$ cat src/rtl/serial_add_pkg.sv
// Shared definitions for the digit-serial adder: nibble width, default digit count, FSM states.
package serial_add_pkg;
    localparam int NIBBLE_W        = 4;
    localparam int DEFAULT_NIBBLES = 4;

    typedef enum logic [1:0] {
        IDLE = 2'd0,
        RUN  = 2'd1,
        DONE = 2'd2
    } state_t;
endpackage

$ cat src/rtl/nibble_add_slice.sv
// Combinational 4-bit adder slice, zero latency, no flow control.
// Optional c3 (carry into the top bit) exists only when ADD_OVF_EN is defined.
module nibble_add_slice
    import serial_add_pkg::*;
(
    input  logic [NIBBLE_W-1:0] x,
    input  logic [NIBBLE_W-1:0] y,
    input  logic                ci,
    output logic [NIBBLE_W-1:0] s,
    output logic                co
`ifdef ADD_OVF_EN
    ,
    output logic                c3
`endif
);

    logic [NIBBLE_W:0] full;

    always_comb begin
        full = {1'b0, x} + {1'b0, y} + {{NIBBLE_W{1'b0}}, ci};
        s    = full[NIBBLE_W-1:0];
        co   = full[NIBBLE_W];
    end

`ifdef ADD_OVF_EN
    // Carry into the top bit is recovered from its sum bit and operand bits.
    assign c3 = x[NIBBLE_W-1] ^ y[NIBBLE_W-1] ^ s[NIBBLE_W-1];
`endif

endmodule

$ cat src/rtl/nibble_serial_add16.sv
// Digit-serial W-bit adder: result valid NIBBLES cycles after accept, held in DONE until out_ready.
// ADD_OVF_EN adds the registered signed-overflow output ovf.
module nibble_serial_add16
    import serial_add_pkg::*;
#(
    parameter  int NIBBLES = DEFAULT_NIBBLES,
    localparam int W       = NIBBLE_W * NIBBLES
) (
    input  logic         clk,
    input  logic         rst,
    input  logic         in_valid,
    output logic         in_ready,
    input  logic [W-1:0] a,
    input  logic [W-1:0] b,
    input  logic         cin,
    output logic         out_valid,
    input  logic         out_ready,
    output logic [W-1:0] sum,
    output logic         cout
`ifdef ADD_OVF_EN
    ,
    output logic         ovf
`endif
);

    localparam int CW = (NIBBLES > 1) ? $clog2(NIBBLES) : 1;
    localparam logic [CW-1:0] LAST = CW'(NIBBLES - 1);

    state_t                state;
    logic [CW-1:0]         cnt;
    logic [W-1:0]          op_a;
    logic [W-1:0]          op_b;
    logic                  carry_reg;
    logic [NIBBLE_W-1:0]   sl_x;
    logic [NIBBLE_W-1:0]   sl_y;
    logic [NIBBLE_W-1:0]   sl_s;
    logic                  sl_co;
`ifdef ADD_OVF_EN
    logic                  sl_c3;
`endif

    assign in_ready  = (state == IDLE);
    assign out_valid = (state == DONE);

    // Select the operand digit addressed by the nibble counter.
    always_comb begin
        sl_x = '0;
        sl_y = '0;
        for (int i = 0; i < NIBBLES; i++) begin
            if (cnt == CW'(i)) begin
                sl_x = op_a[i*NIBBLE_W +: NIBBLE_W];
                sl_y = op_b[i*NIBBLE_W +: NIBBLE_W];
            end
        end
    end

    nibble_add_slice u_slice (
        .x  (sl_x),
        .y  (sl_y),
        .ci (carry_reg),
        .s  (sl_s),
        .co (sl_co)
`ifdef ADD_OVF_EN
        ,
        .c3 (sl_c3)
`endif
    );

    always_ff @(posedge clk or posedge rst) begin
        if (rst) begin
            state     <= IDLE;
            cnt       <= '0;
            op_a      <= '0;
            op_b      <= '0;
            carry_reg <= 1'b0;
            sum       <= '0;
            cout      <= 1'b0;
`ifdef ADD_OVF_EN
            ovf       <= 1'b0;
`endif
        end else begin
            case (state)
                IDLE: begin
                    if (in_valid) begin
                        op_a      <= a;
                        op_b      <= b;
                        carry_reg <= cin;
                        cnt       <= '0;
                        state     <= RUN;
                    end
                end
                RUN: begin
                    for (int i = 0; i < NIBBLES; i++) begin
                        if (cnt == CW'(i)) sum[i*NIBBLE_W +: NIBBLE_W] <= sl_s;
                    end
                    carry_reg <= sl_co;
                    if (cnt == LAST) begin
                        cout  <= sl_co;
`ifdef ADD_OVF_EN
                        ovf   <= sl_c3 ^ sl_co;
`endif
                        state <= DONE;
                    end else begin
                        cnt <= cnt + CW'(1);
                    end
                end
                DONE: begin
                    if (out_ready) state <= IDLE;
                end
                default: state <= IDLE;
            endcase
        end
    end

endmodule
$ cat config.mk
export PLATFORM = sky130hd
export DESIGN_NAME = nibble_serial_add16
export DESIGN_NICKNAME = d
export VERILOG_FILES = /design/src/rtl/serial_add_pkg.sv /design/src/rtl/nibble_add_slice.sv /design/src/rtl/nibble_serial_add16.sv
export SDC_FILE = /design/constraint.sdc
export NUM_CORES = 1
export LEC_CHECK = 0
export CAP_MARGIN = 20
export CORE_UTILIZATION = 50
export CTS_CLUSTER_SIZE = 30
export DETAILED_ROUTE_END_ITERATION = 12
export PLACE_DENSITY = 0.81
export SLEW_MARGIN = 20
export SYNTH_ARGS = -nofsm -noshare
export SYNTH_HDL_FRONTEND = slang
export SYNTH_SLANG_ARGS = --single-unit
$ cat constraint.sdc
create_clock -name clk -period 2.8 [get_ports clk]
set_input_delay 0.56 -clock clk [delete_from_list [all_inputs] [get_ports clk]]
set_output_delay 0.56 -clock clk [all_outputs]
set_load 0.05 [all_outputs]
==> results.md, run 1 <==
- Status: finished clean
- DR vias/cell: 5.348
- CP max FO: 18
- Total track usage: 0.2062
- Mapped Area: ~2700 sq um
- Final setup viols: 0
- Flops & latches, synth: 54
- TNS Setup: 0 ns
- Share of layout cells above drive strength 1: 0.2353
- Most frequent cells in the layout: 55 x clkdlybuf4s50_1, 54 x dfrtp_1, 30 x mux2_4
- Total grt overflow: 0
- Post-route ant nets: 0
- Yosys warns: 0
- Die height: between 70 and 80 um
- CP Launch Type: flop
- Comb pwr share: 0.603
- Cts bufs inserted: 5
- First-pass GRT wire length: 8.666 mm
- Die width: ~76 um
- Top_reg_cell synth: dfrtp_1
- Commonest non-fill, non-tap cell in the layout: clkdlybuf4s50_1
- Switching Share: 0.4304
- Register area share after synthesis: 0.4972
- Hold Path Class: reg2reg
- Diode count: 0
- Final Skew: approximately 0.014 ns
- Crit share post-route: 0.9453
- Worst-skew pair later-pin latency: 0.32 ns
- Largest regs: op_a: 16 flops, op_b: 16 flops, sum: 16 flops
- Max_slew headroom: 0.5791
- Design area: 3447 sq um
- LEAKAGE: 1.530 nW
- EDFF count, synth: 0
- Area added between synthesis and finish: 26.84%
- Sequential Power Share: 0.301
- Reg2Reg Depth: 7
- CTS tree: yes
- Syn_nets: 261
- Area leader, netlist: dfrtp_1
- Number of global-route vias before repair: 1740
- Starting Density: 0.5254
- Kind of critical path: reg2reg
- Synth Area in Simple Gates: 0.06354
- Clock share of power: 0.096
- Wire per inst: approximately 15 um
- Int Power: 2.785 mW
- CTS Buffer Depth: 2
- PD cells: 1418 nW/um^2
- Routability cong.: 0.8020
- Largest family of logic cells by synthesized area: multiplexers
- Hold path depth: 2
- Die Area: 5734 sq um
- Port Buf Inserts: between 50 and 60
- Number of I/O pins: 56
- Worst Tran Pin Value: 0.6314 ns
- Max-slew violations: 0
- Synth area leaders: dfrtp_1 50%, mux2_4 17%, ha_1 3.2%
- DR pass1 iterations: 4
- CP required: 3.00 ns
- Via count: 1829
- MaxCap Viol Count: 0
- Layout Nets: 317
- Tmin final: about 2.6 ns
- CTS sink cnt: 54
- Synth Area in Adders: 0.04696
- Post-synth top area share: 0.4972
- RSZ-0062 raised after global routing: false
- CP Capture Type: flop
- Mux contribution to synthesized area: 0.1984
- Core area: 5172 sq um
- Peak VDD IR: 0.6645 mV
- Largest net degree at the start of global routing: 55
- Crit path arrival time: 2.85 ns
- H-tree levels: 2
- Mapped Cells: 215
- Initial antenna violation count: 0
- Synth unique cells: 35
- Detailed router's first-iteration violation count: 123
- Placed Area: 3306 sq um
- Residual DRC count: 0
- Hold Fails Final Rpt: 0
- P_sw: 2.104 mW
- Post-CTS Setup Bufs: 0
- Cells after DPL: approximately 330
- Syn Area/Cell: 12.64 sq um
- WL final: between 5 and 6 mm
- Post-synthesis xor/xnor area fraction: 0.003223
- Row cnt: 26
- Post-synthesis compound-gate area fraction: 0.1331
- Synth async-reset ratio: 1.000
- Peak Freq: 0.3778 GHz
- Root Driver: clkbuf_8
- Fin cells: 342
- Reg clk slew, reported paths: 0.10 ns
- DPL Wire Length: 3.884 mm
## Yosys cell counts (5+ instances only)
cell	number
o21ai_0	13
mux2_2	7
nand2_1	15
nor2_1	6
dfrtp_1	54
a21oi_1	12
inv_1	15
nand3b_1	5
a22o_1	7
a221o_1	5
ha_1	7
mux2_4	30
## worst paths after layout
kind / from / end / slack, ns
min: sum[12]$_DFFE_PP0P_ / sum[12]$_DFFE_PP0P_ / 0.48
max reg2reg: cnt[0]$_DFFE_PP0P_ / sum[15]$_DFFE_PP0P_ / 0.15
max in group asynchronous: rst / op_b[12]$_DFFE_PP0P_ / 1.95
max: cnt[0]$_DFFE_PP0P_ / sum[15]$_DFFE_PP0P_ / 0.15
min in group asynchronous: rst / op_a[15]$_DFFE_PP0P_ / 0.60
min reg2reg: sum[12]$_DFFE_PP0P_ / sum[12]$_DFFE_PP0P_ / 0.48
## area by class of cell
class | count | area (sq um)
clock buffers | 6 | 82.58
flip-flops and latches | 54 | 1351
repair buffers | 60 | 604.3
clock inverters | 2 | 16.27
well taps | 70 | 87.58
inverters | 15 | 56.30
multi-input cells | 135 | 1249
fillers | 395 | 1725
## power groups by stage
stage | combinational [mW] | clock (mW) | sequential, mW
finish | 2.95 | 0.470 | 1.47
global route | 3.19 | 0.506 | 1.51
CTS | 2.82 | 0.473 | 1.46
detailed placement | 2.81 | 0 | 1.48
global placement | 2.72 | 0 | 1.46
floorplan | 1.80 | 0 | 1.76
## stage by stage
step	utilization	setup WS, ns	total power [mW]	hold WS, ns
global route	0.6664	0.01204	5.212	0.5233
detailed placement	0.6391	0.09210	4.286	0.4691
floorplan	-	0.2105	3.563	0.4806
global placement	0.6391	0.1959	4.179	0.4616
finish	0.6664	0.1533	4.889	0.4848
CTS	0.6582	0.04011	4.752	0.4898
## what timing repair did
item | in CTS | in global routing
setup endpoints to repair | 0 | 14
gates resized for setup | 0 | 12
hold buffers | 0 | 0
## routing by layer
metal | GRT usage | share of wire | wire [um] | vias up
li1 | - | - | - | 881
met1 | 0.2954 | 0.49 | 2566 | 882
met2 | 0.3155 | 0.46 | 2418 | 56
met3 | 0.04101 | 0.042 | 224 | 10
met4 | 0.06790 | 0.014 | 76 | 0
met5 | 0 | 0 | 0 | -
## cells by family (layout without fill, tap and decap cells)
logic type               count (synthesis)  in the layout
flip-flops                              54             54
AO/OA/AOI/OAI                           53             53
multiplexers                            38             38
AND/OR/NAND/NOR                         34             34
buffers and inverters                   26             83
adder cells (fa/ha/maj)                  9              9
XOR/XNOR                                 1              1
## worst max-delay path, cell delays in order (launching register included)
cell      delay, ns
dfrtp_1        0.45
ha_1           0.45
buf_4          0.25
a22o_1         0.23
ha_1           0.37
a21oi_1        0.38
a211oi_1       0.13
a211o_1        0.28
Note: power is estimated with default switching activity, not from simulation.
==> run 2: changes to the inputs <==
TNS_END_PERCENT = 100   (was default)
==> results of run 2 <==
No change in the layout: final DEF, timing and power equal those of run 1.
